### src/rtl/nisc_pkg.sv
// Shared types, field codes and control-word field positions for the picoNISC sequencer.
package nisc_pkg;

  typedef enum logic [1:0] {
    IDLE  = 2'd0,
    FETCH = 2'd1,
    EXEC  = 2'd2,
    HALT  = 2'd3
  } state_t;

  // Sequencing field: how the pc moves once the current word retires.
  typedef enum logic [1:0] {
    SEQ_NEXT = 2'b00,
    SEQ_JMP  = 2'b01,
    SEQ_BZ   = 2'b10,
    SEQ_HALT = 2'b11
  } seq_e;

  // Write-data source select; code 2'b11 falls back to the immediate.
  localparam logic [1:0] WSEL_IMM = 2'b00;
  localparam logic [1:0] WSEL_ALU = 2'b01;
  localparam logic [1:0] WSEL_IN  = 2'b10;

  // Control word layout, MSB first: seq | wr | raddr | wsel | aop | imm.
  function automatic int cw_width(input int n, input int rsize);
    return n + 7 + rsize;
  endfunction

  function automatic int seq_lsb(input int n, input int rsize);
    return n + 5 + rsize;
  endfunction

  function automatic int wr_bit(input int n, input int rsize);
    return n + 4 + rsize;
  endfunction

  function automatic int raddr_lsb(input int n);
    return n + 4;
  endfunction

  function automatic int wsel_lsb(input int n);
    return n + 2;
  endfunction

  function automatic int aop_lsb(input int n);
    return n;
  endfunction

endpackage

### src/rtl/nisc_cw_decode.sv
// Splits a horizontal control word into its fields and selects the register-file write data.
module nisc_cw_decode
  import nisc_pkg::*;
#(
  parameter int n     = 8,
  parameter int Rsize = 1,
  parameter int CWW   = n + 7 + Rsize
) (
  input  logic [CWW-1:0]   cw_i,
  input  logic [n-1:0]     alu_res_i,
  input  logic [n-1:0]     in_port_i,
  output seq_e             seq_o,
  output logic             wr_o,
  output logic [Rsize-1:0] raddr_o,
  output logic [1:0]       aop_o,
  output logic [n-1:0]     imm_o,
  output logic [n-1:0]     wdata_o
);

  localparam int SEQ_LSB   = seq_lsb(n, Rsize);
  localparam int WR_BIT    = wr_bit(n, Rsize);
  localparam int RADDR_LSB = raddr_lsb(n);
  localparam int WSEL_LSB  = wsel_lsb(n);
  localparam int AOP_LSB   = aop_lsb(n);

  logic [1:0] wsel;

  assign seq_o   = seq_e'(cw_i[SEQ_LSB +: 2]);
  assign wr_o    = cw_i[WR_BIT];
  assign raddr_o = cw_i[RADDR_LSB +: Rsize];
  assign wsel    = cw_i[WSEL_LSB +: 2];
  assign aop_o   = cw_i[AOP_LSB +: 2];
  assign imm_o   = cw_i[n-1:0];

  // Write-data mux: immediate, ALU result or input port.
  always_comb begin
    // NOTE: every output of a combinational block gets a default first so no path leaves it unassigned (no latch).
    wdata_o = imm_o;
    case (wsel)
      WSEL_ALU: wdata_o = alu_res_i;
      WSEL_IN:  wdata_o = in_port_i;
      default:  wdata_o = imm_o;
    endcase
  end

endmodule

### src/rtl/nisc_seq.sv
// picoNISC control-word sequencer: fetches words from a synchronous ROM, drives the
// register file and ALU op while executing, and steps the pc (next / jump / bz / halt).
// The pc is loaded from the low PCW bits of the immediate, so PCW must not exceed n.
module nisc_seq
  import nisc_pkg::*;
#(
  parameter int n     = 8,
  parameter int Rsize = 1,
  parameter int PCW   = 8,
  parameter int CWW   = n + 7 + Rsize
) (
  input  logic             clk,
  input  logic             nReset,
  input  logic             start,
  input  logic             stall,
  output logic [PCW-1:0]   pm_addr,
  input  logic [CWW-1:0]   pm_data,
  input  logic             z,
  input  logic [n-1:0]     alu_res,
  input  logic [n-1:0]     in_port,
  output logic             w,
  output logic [Rsize-1:0] Raddr,
  output logic [n-1:0]     Wdata,
  output logic [1:0]       alu_op,
  output logic             halted,
  output logic [PCW-1:0]   pc
);

  state_t           state_q, state_d;
  logic [PCW-1:0]   pc_q, pc_d;

  seq_e             dec_seq;
  logic             dec_wr;
  logic [Rsize-1:0] dec_raddr;
  logic [1:0]       dec_aop;
  logic [n-1:0]     dec_imm;
  logic [n-1:0]     dec_wdata;

  logic [PCW-1:0]   pc_inc;
  logic [PCW-1:0]   pc_imm;

  nisc_cw_decode #(
    .n     (n),
    .Rsize (Rsize),
    .CWW   (CWW)
  ) u_decode (
    .cw_i      (pm_data),
    .alu_res_i (alu_res),
    .in_port_i (in_port),
    .seq_o     (dec_seq),
    .wr_o      (dec_wr),
    .raddr_o   (dec_raddr),
    .aop_o     (dec_aop),
    .imm_o     (dec_imm),
    .wdata_o   (dec_wdata)
  );

  // Sequential increment wraps naturally at PCW bits.
  assign pc_inc  = pc_q + PCW'(1);
  assign pc_imm  = dec_imm[PCW-1:0];

  // ROM address follows the pc register directly, so reset forces it to 0 at once.
  assign pm_addr = pc_q;
  assign pc      = pc_q;
  assign halted  = (state_q == HALT);

  // State and pc registers.
  always_ff @(posedge clk or negedge nReset) begin
    if (!nReset) begin
      state_q <= IDLE;
      pc_q    <= '0;
    end else begin
      // NOTE: sequential state uses non-blocking assignments so every register samples pre-edge values.
      state_q <= state_d;
      pc_q    <= pc_d;
    end
  end

  // Next state, next pc and register-file/ALU controls; controls are only live in EXEC.
  always_comb begin
    state_d = state_q;
    pc_d    = pc_q;
    w       = 1'b0;
    Raddr   = '0;
    Wdata   = '0;
    alu_op  = '0;

    case (state_q)
      IDLE: begin
        if (start) state_d = FETCH;
      end

      // One cycle for the synchronous ROM to present the word at pc.
      FETCH: begin
        state_d = EXEC;
      end

      EXEC: begin
        Raddr  = dec_raddr;
        alu_op = dec_aop;
        Wdata  = dec_wdata;
        w      = dec_wr & ~stall;
        // A stalled word holds everything, including the z sample for bz.
        if (!stall) begin
          state_d = FETCH;
          case (dec_seq)
            SEQ_NEXT: pc_d = pc_inc;
            SEQ_JMP:  pc_d = pc_imm;
            SEQ_BZ:   pc_d = z ? pc_imm : pc_inc;
            SEQ_HALT: state_d = HALT;
            default:  pc_d = pc_inc;
          endcase
        end
      end

      HALT: begin
        if (start) begin
          pc_d    = '0;
          state_d = FETCH;
        end
      end

      default: state_d = IDLE;
    endcase
  end

endmodule

### config.mk
export PLATFORM = sky130hd
export DESIGN_NAME = nisc_seq
export DESIGN_NICKNAME = d
export VERILOG_FILES = /design/src/rtl/nisc_pkg.sv /design/src/rtl/nisc_cw_decode.sv /design/src/rtl/nisc_seq.sv
export SDC_FILE = /design/constraint.sdc
export NUM_CORES = 1
export LEC_CHECK = 0
export BUFFER_PORTS_ARGS = -buffer_cell sky130_fd_sc_hd__buf_4
export CELL_PAD_IN_SITES_DETAIL_PLACEMENT = 1
export CELL_PAD_IN_SITES_GLOBAL_PLACEMENT = 1
export CORE_MARGIN = 2
export CORE_UTILIZATION = 27
export CTS_CLUSTER_SIZE = 20
export DETAILED_ROUTE_END_ITERATION = 7
export PLACE_DENSITY = 0.88
export SYNTH_ARGS = -nofsm -noshare
export SYNTH_HDL_FRONTEND = slang
export SYNTH_SLANG_ARGS = --single-unit
### constraint.sdc
create_clock -name clk -period 2.35 [get_ports clk]
set_input_delay 0.47 -clock clk [delete_from_list [all_inputs] [get_ports clk]]
set_output_delay 0.47 -clock clk [all_outputs]
set_load 0.01 [all_outputs]
=== After elaboration in Yosys (flattened, before gate mapping) ===
Index checks and enable logic that the tools add are counted.

* $add $sub $neg: 1
* Multipliers: 0
* Divide/modulo/power cells: 0
* Magnitude comparators: 0
* Equality and inequality tests: 12
* Shift-type cells: 0
* Multiplexer cells: 14
* Bitwise logic cells: 2
* Reductions and logical operators: 6

{| class="wikitable"
|+ Operator list
! kind !! count
|-
| $mux 8 || 4
|-
| $pmux 8 s2 || 2
|-
| $pmux 8 s3 || 1
|-
| $eq 2x2->1 const B || 5
|-
| $add 8x1->8 const B || 1
|-
| $mux 2 || 4
|-
| $eq 2x1->1 const B || 3
|-
| $pmux 2 s3 || 1
|-
| $logic_not 2->1 || 2
|-
| $ne 2x2->1 const B || 2
|-
| $ne 4x4->1 const B || 1
|-
| $reduce_and 4->1 || 1
|-
| $mux 1 || 2
|-
| $ne 2x1->1 const B || 1
|-
| $reduce_and 2->1 || 1
|-
| $reduce_bool 2->1 || 1
|-
| $reduce_or 2->1 || 1
|-
| $and 1x1->1 || 1
|-
| $not 1->1 || 1
|}

* Register bits after elaboration: 10
* Latch bits: 0
* RAM bits: 0
* Memory bits (read-only): 0
* Input port bits: 37
* Output and inout port bits: 29
* Word-level logic and storage cells: 37
* Memories kept: 0

=== Longest topological paths before layout ===
Gate-level depths: netlist (run 1).

* Depth after elaboration: 5
* Gate-level depth with buffers: 7
* Mapped depth without buffers: 6

=== Cells and area by module ===
Synthesis (run 1) repeated with hierarchy kept, for this count alone.

* Cells, all modules: 152
* Area, all modules: 1208.7 um2

{| class="wikitable"
|+ By module, submodules not included
! module !! times used !! cells each !! area each (um2) !! seq. area each (um2)
|-
| nisc_seq || 1 || 107 || 910.9 || 250.2
|-
| nisc_cw_decode || 1 || 45 || 297.8 || 0.0
|}

=== Least setup slack after synthesis (run 1) ===
OpenSTA, ideal clock, no wires.

* Path kind: in2out
* Start point: input port pm_data[10]
* End point: output port Wdata[6]
* Data arrival time: 1.505 ns
* Required time: 1.880 ns
* Setup slack: 0.375 ns
* Stages on the path: 6
* Path buffers: 2
* Path through: inv_1 -> ha_1 -> clkbuf_1 -> clkbuf_1 -> a21oi_1 -> nor2_1

* Longest elaborated chain between the ends: 3
* Elaborated cells between the ends (all ways): 4
* Those cells by class: eq/ne (2); mux (2)

{| class="wikitable"
|+ RTL lines
! element !! line !! text
|-
| start: declaration || nisc_seq.sv:17 || <nowiki>input logic [CWW-1:0] pm_data,</nowiki>
|-
| $eq 2x2->1 / $eq 2x1->1 (equally long branches) || nisc_cw_decode.sv:39 || <nowiki>case (wsel)</nowiki>
|-
| $pmux 8 s2 * || nisc_cw_decode.sv:39 ||
|-
| $mux 8 * || nisc_seq.sv:88 || <nowiki>case (state_q)</nowiki>
|-
| end: declaration || nisc_seq.sv:23 || <nowiki>output logic [n-1:0] Wdata,</nowiki>
|}

Mark *: on every way between the ends. The rest lies on a longest branch, timed or not.

=== Worst setup path in the final report (run 1) ===
* Start point: input port pm_data[10]
* End point: output port Wdata[3]

Same word-level chain as after synthesis.

==> impl_metrics.tcl, run 1 <==
set metrics [dict create \
    status "finished, final reports clean" \
    tns_ps 0 \
    timing.setup.critical_path_class "in2out" \
    finalSetupViolations 0 \
    die-area_sq_um 4270 \
    worst_clock_skew_ps 1.52 \
    setup.worst_path.start_class "primary input" \
    irDropWorstVdd_v 0.000181 \
    critPathTopFamily "adder cells" \
    max_freq_mhz 483 \
    cts_resized 0 \
    grt_pass1_vias 1130 \
    timing.final.ws_setup_ps 281 \
    dr.first_iter.drc_count 16 \
    period_minus_slack_ps 2070 \
    postSynthNetCount 177 \
    dr.pass1.iters 4 \
    worst_min_delay_path_class "in2async" \
    global_route_wire_length_before_repair_mm 5.04 \
    drt-total-wl_mm 3.00 \
    post-route-period-util_pct 88.0 \
    nets 235 \
    postRouteAntennaNets 0 \
    hold_viol 0 \
    post_dp_cell_area_sq_um 1490 \
    floorplan.initialDensity_pct 28.0 \
    timing.critical_path.required_ps 1880 \
    grt_usage_pct 14.7 \
    timing.max_slew.rel_slack_pct 69.0 \
    mean_number_of_vias_per_cell 4.79 \
    die_x_microns 65.4 \
    worst-endpoint-arrival_ps 1600 \
    die_h_microns 65.4 \
    remaining_drc_errors 0 \
    grt_start_max_net_pins 17 \
    place_congestion 0.737 \
    initial_antenna_violation_count 0 \
    timing.critical_path.fanout_max 16 \
    most_used_cells_in_the_layout_excluding_fill_and_tap_cells "sky130_fd_sc_hd__buf_4 (66), sky130_fd_sc_hd__nor2_1 (20), sky130_fd_sc_hd__a21oi_1 (17)" \
    power_mw 0.950 \
    worst_path_largest_cell_delay_ps 570 \
    post-route-util_pct 42.0 \
    vias 1121 \
    core_region_area_sq_um 3630 \
    number_of_h_tree_branching_levels 1 \
    static-leakage-power_nw 0.763 \
    post_drt_wl_per_cell_microns 12.8 \
    seq_area_frac_synth_pct 24.6 \
    clock_tree.buffer_depth 2 \
    drv_cap 0 \
    post_route_cells_drive_above_1_share_pct 38.7 \
    list_of_cells_traversed_by_the_critical_path "buf_4, inv_1, ha_1, nor2_1, a21oi_1, nor2_1, buf_4" \
    dp.final_hpwl_mm 2.56 \
    power.density_nw_per_um2 622 \
    syn_inst 130 \
    tritoncts "built" \
    final.hold.worst_slack_ps 48.5 \
    tightest_slew_ps 465 \
    setup_repair_after_global_routing_missed_its_margin "no" \
    syn_area_cell_sq_um 7.82 \
    area_growth_pct 50.2 \
    floorplan.rows 22 \
    gr-total-overflow 0 \
    cp-end-kind "primary output" \
    synth.cell_area_sq_um 1020 \
    cts_root_buf "sky130_fd_sc_hd__clkbuf_8" \
    yosys_warnings 0 \
    final_cell_count_no_fill 234 \
    post-route-cell-area_sq_um 1530 \
    cpMaxStageDelayCell "sky130_fd_sc_hd__ha_1" \
    leading_cell_type_in_the_layout_fill_and_taps_excluded "sky130_fd_sc_hd__buf_4" \
    synth.lib_cells_used.distinct 33 \
    filler_cell_count 463 \
    number_of_cells_in_the_design_after_placement 231 \
    cts.reportedPaths.clkPinSlew_ps 40 \
    num_antenna_cells 0 \
    clk_latency_ps 230 \
    cts_hold_buffers 0 \
    port_buffers 65 \
    yosys_register_bits 10 \
    io-pin-count 66 \
    minimum_setup_slack_after_placement_ps 281 \
    tritoncts.num_buffers 3 \
    timing.critical_path.buf_inv 3 \
    slew_viol_final 0 \
    cts_setup_buffers 0 \
    clock_sink_count 10 \
]
-- worst paths after layout --
path	start	cells past startpoint	endpoint	slack (ps)
setup / recovery	pm_data[10]	7	Wdata[3]	280
hold / removal	nReset	1	pc[4]	50
setup reg to reg	state_q[0]	6	pc[4]	440
hold reg to reg	state_q[1]	2	state_q[1]	590
max in group asynchronous	nReset	1	state_q[1]	2170
min in group clk	pm_data[6]	2	pc[6]	490
-- flip-flops by register name (all words and copies together) (netlist names) --
signal   flops
state_q      2
pc           8
-- layer usage --
metal  share of wire (%)  GRT usage (%)  routed length [microns]  up-vias
met3                 4.9           1.54                      147        5
met5                   0              0                        0        -
met2                  47           24.4                     1420       38
met4                 1.6           5.47                       48        0
li1                    -              -                        -      569
met1                  46           19.7                     1390      509
-- worst reg2reg max path, cell delays in order (launching register included) --
cell                      delay [ps]
sky130_fd_sc_hd__dfrtp_1         410
sky130_fd_sc_hd__inv_1            70
sky130_fd_sc_hd__ha_1            310
sky130_fd_sc_hd__inv_2           160
sky130_fd_sc_hd__or3_1           490
sky130_fd_sc_hd__nor2b_2         220
sky130_fd_sc_hd__a221o_1         180
-- logic make-up (layout without fill, tap and decap cells) --
group / count (synthesis) / after routing / share of synthesized area (%)
AO/OA/AOI/OAI: 45 / 45 / 30.3
adder cells (fa/ha/maj): 10 / 10 / 12.3
multiplexers: 1 / 1 / 0.984
AND/OR/NAND/NOR: 39 / 39 / 18.0
XOR/XNOR: 2 / 2 / 1.72
buffers and inverters: 23 / 79 / 12.2
flip-flops: 10 / 10 / 24.6
-- where the power goes --
part           internal (mW)  total, mW  switching, mW
registers              0.208      0.256         0.0481
clock network          0.111      0.170         0.0582
logic                  0.262      0.524          0.263
total                  0.581      0.950          0.369
-- area by class of cell --
cell class / instances / area [sq um] / share of cell area, %
multi-input cells: 97 / 643 / 42.1
repair buffers: 66 / 495 / 32.4
clock buffers: 3 / 41.3 / 2.70
flip-flops and latches: 10 / 250 / 16.4
well taps: 48 / 60.1 / 3.93
inverters: 10 / 37.5 / 2.46
-- Yosys cell counts --
cell,number,area (sq um)
sky130_fd_sc_hd__a21oi_1,17,85.1
sky130_fd_sc_hd__inv_2,1,3.75
sky130_fd_sc_hd__nor2_1,20,75.1
sky130_fd_sc_hd__mux2i_1,1,10.0
sky130_fd_sc_hd__nand2_1,4,15.0
sky130_fd_sc_hd__a21o_1,1,7.51
sky130_fd_sc_hd__a22oi_1,10,75.1
sky130_fd_sc_hd__nor2b_1,2,12.5
sky130_fd_sc_hd__o22ai_1,1,6.26
sky130_fd_sc_hd__a21boi_0,1,7.51
sky130_fd_sc_hd__a221o_1,4,40.0
sky130_fd_sc_hd__inv_1,9,33.8
sky130_fd_sc_hd__a2111o_1,1,11.3
sky130_fd_sc_hd__o21ai_0,4,20.0
sky130_fd_sc_hd__nor2b_2,1,8.76
sky130_fd_sc_hd__and2_1,3,18.8
sky130_fd_sc_hd__xnor2_1,1,8.76
sky130_fd_sc_hd__nand4_1,1,6.26
sky130_fd_sc_hd__o21bai_1,2,15.0
sky130_fd_sc_hd__and3_1,1,6.26
sky130_fd_sc_hd__xor2_1,1,8.76
sky130_fd_sc_hd__buf_6,1,11.3
sky130_fd_sc_hd__ha_1,10,125
sky130_fd_sc_hd__clkbuf_1,4,15.0
sky130_fd_sc_hd__o22ai_2,1,12.5
sky130_fd_sc_hd__o21ba_1,1,10.0
sky130_fd_sc_hd__or3_1,3,18.8
sky130_fd_sc_hd__nand2b_1,1,6.26
sky130_fd_sc_hd__buf_4,8,60.1
sky130_fd_sc_hd__dfrtp_1,10,250
sky130_fd_sc_hd__nand3_1,3,15.0
sky130_fd_sc_hd__o2bb2ai_1,1,8.76
sky130_fd_sc_hd__a32oi_1,1,8.76
Power figures use the tool's default switching activity.
==> run 2, diff against run 1 <==
MAX_ROUTING_LAYER = met4   (was default)
==> run 2 against run 1 <==
Critical path depth did not move. Largest cell class unchanged. Cell area unchanged. Sequential share of layout area did not move.
==> impl_metrics.tcl, run 2 (synthesized netlist as in run 1, its figures left out) <==
set metrics [dict create \
    area_growth_pct 50.2 \
    nets 235 \
    io-pin-count 66 \
    core_region_area_sq_um 3630 \
    dr.pass1.iters 4 \
    clock_sink_count 10 \
    floorplan.initialDensity_pct 28.0 \
    cp-end-kind "primary output" \
    grt_usage_pct 15.1 \
    num_antenna_cells 0 \
    gr-total-overflow 0 \
    cts_setup_buffers 0 \
    drt-total-wl_mm 3.00 \
    slew_viol_final 0 \
    irDropWorstVdd_v 0.000181 \
    leading_cell_type_in_the_layout_fill_and_taps_excluded "sky130_fd_sc_hd__buf_4" \
    most_used_cells_in_the_layout_excluding_fill_and_tap_cells "sky130_fd_sc_hd__buf_4 (66), sky130_fd_sc_hd__nor2_1 (20), sky130_fd_sc_hd__a21oi_1 (17)" \
    regArea_sq_um 250 \
    post-route-util_pct 42.0 \
    die-area_sq_um 4270 \
    die_x_microns 65.4 \
    post-route-period-util_pct 88.0 \
    vias 1120 \
    tritoncts "built" \
    setup.worst_path.start_class "primary input" \
    timing.reg2reg.setup_slack_ps 440 \
    cts_root_buf "sky130_fd_sc_hd__clkbuf_8" \
    timing.setup.critical_path_class "in2out" \
    power.density_nw_per_um2 621 \
    list_of_cells_traversed_by_the_critical_path "buf_4, inv_1, ha_1, nor2_1, a21oi_1, nor2_1, buf_4" \
    global_route_wire_length_before_repair_mm 5.04 \
    static-leakage-power_nw 0.763 \
    cts_resized 0 \
    worst-endpoint-arrival_ps 1600 \
    finalSetupViolations 0 \
    timing.critical_path.fanout_max 16 \
    hold_viol 0 \
    critical_path.reg2reg.endpoint "pc[4]" \
    filler_cell_count 463 \
    floorplan.rows 22 \
    remaining_drc_errors 0 \
    place_congestion 0.747 \
    critPathTopFamily "adder cells" \
    port_buffers 65 \
    grt_start_max_net_pins 17 \
    period_minus_slack_ps 2070 \
    post_drt_wl_per_cell_microns 12.8 \
    tns_ps 0 \
    cts.reportedPaths.clkPinSlew_ps 40 \
    status "finished, final reports clean" \
    die_h_microns 65.4 \
    tightest_slew_ps 465 \
    postRouteAntennaNets 0 \
    largest_register_ff_count 8 \
    cpMaxStageDelayCell "sky130_fd_sc_hd__ha_1" \
    multi_input_area_sq_um 643 \
    cts_hold_buffers 0 \
    timing.rr.start "state_q[0]" \
    worst_min_delay_path_class "in2async" \
    setup_repair_after_global_routing_missed_its_margin "no" \
    dp.final_hpwl_mm 2.56 \
    clk_latency_ps 230 \
    number_of_h_tree_branching_levels 1 \
    timing.critical_path.required_ps 1880 \
    dr.first_iter.drc_count 16 \
    post_dp_cell_area_sq_um 1490 \
    timing.critical_path.buf_inv 3 \
    post-route-cell-area_sq_um 1530 \
    mean_number_of_vias_per_cell 4.79 \
    worst-r2r-cell-count 6 \
    clock_tree.buffer_depth 2 \
    initial_antenna_violation_count 0 \
    final.hold.worst_slack_ps 50.0 \
    drv_cap 0 \
    post_route_cells_drive_above_1_share_pct 38.7 \
    max_freq_mhz 483 \
    tritoncts.num_buffers 3 \
    grt_pass1_vias 1129 \
    timing.max_slew.rel_slack_pct 69.0 \
    worst_clock_skew_ps 1.12 \
    worst_path_largest_cell_delay_ps 570 \
]
[run 2: cell counts in the layout (fill, tap and decap cells not counted)]
Identical to the previous run, type by type.
[run 2: final cells by class]
type | count | share of cell area, %
repair buffers | 66 | 32.4
clock buffers | 3 | 2.70
well taps | 48 | 3.93
inverters | 10 | 2.46
flip-flops and latches | 10 | 16.4
multi-input cells | 97 | 42.1
[run 2: worst reg2reg max path: stages, from the launching register on]
cell	delay (ps)
sky130_fd_sc_hd__dfrtp_1	410
sky130_fd_sc_hd__inv_1	70
sky130_fd_sc_hd__ha_1	310
sky130_fd_sc_hd__inv_2	160
sky130_fd_sc_hd__or3_1	490
sky130_fd_sc_hd__nor2b_2	220
sky130_fd_sc_hd__a221o_1	180
[run 2: how the worst max path moves through the flow]
stage                    end  cells past startpoint         from
finish              Wdata[3]                      7  pm_data[10]
global route        Wdata[0]                      7  pm_data[10]
CTS                 Wdata[7]                      7  pm_data[10]
detailed placement  Wdata[7]                      7  pm_data[10]
global placement    Wdata[5]                      7  pm_data[10]
floorplan           Wdata[6]                      6  pm_data[10]
[run 2: layer usage]
layer | part of all wire [%] | vias up | global-route usage [%]
met5 | 0 | - | -
met4 | 1.6 | 0 | 5.47
met3 | 4.8 | 5 | 1.54
met2 | 47 | 38 | 24.4
met1 | 46 | 508 | 19.7
li1 | - | 569 | -
[run 2: stage by stage]
step | power, mW | std cells | worst slack, ps
after floorplan | 0.584 | 130 | 375
after global placement | 0.777 | 231 | 326
after detailed placement | 0.788 | 231 | 281
after CTS | 0.963 | 234 | 272
after global routing | 1.03 | 234 | 144
final | 0.949 | 234 | 281
[run 2: where the power goes]
group | switching, mW | total (mW) | leakage [nW] | internal (mW)
Clock | 0.0576 | 0.169 | 0.0216 | 0.111
Sequential | 0.0481 | 0.256 | 0.133 | 0.208
Combinational | 0.263 | 0.524 | 0.608 | 0.262
Total | 0.368 | 0.949 | 0.763 | 0.581
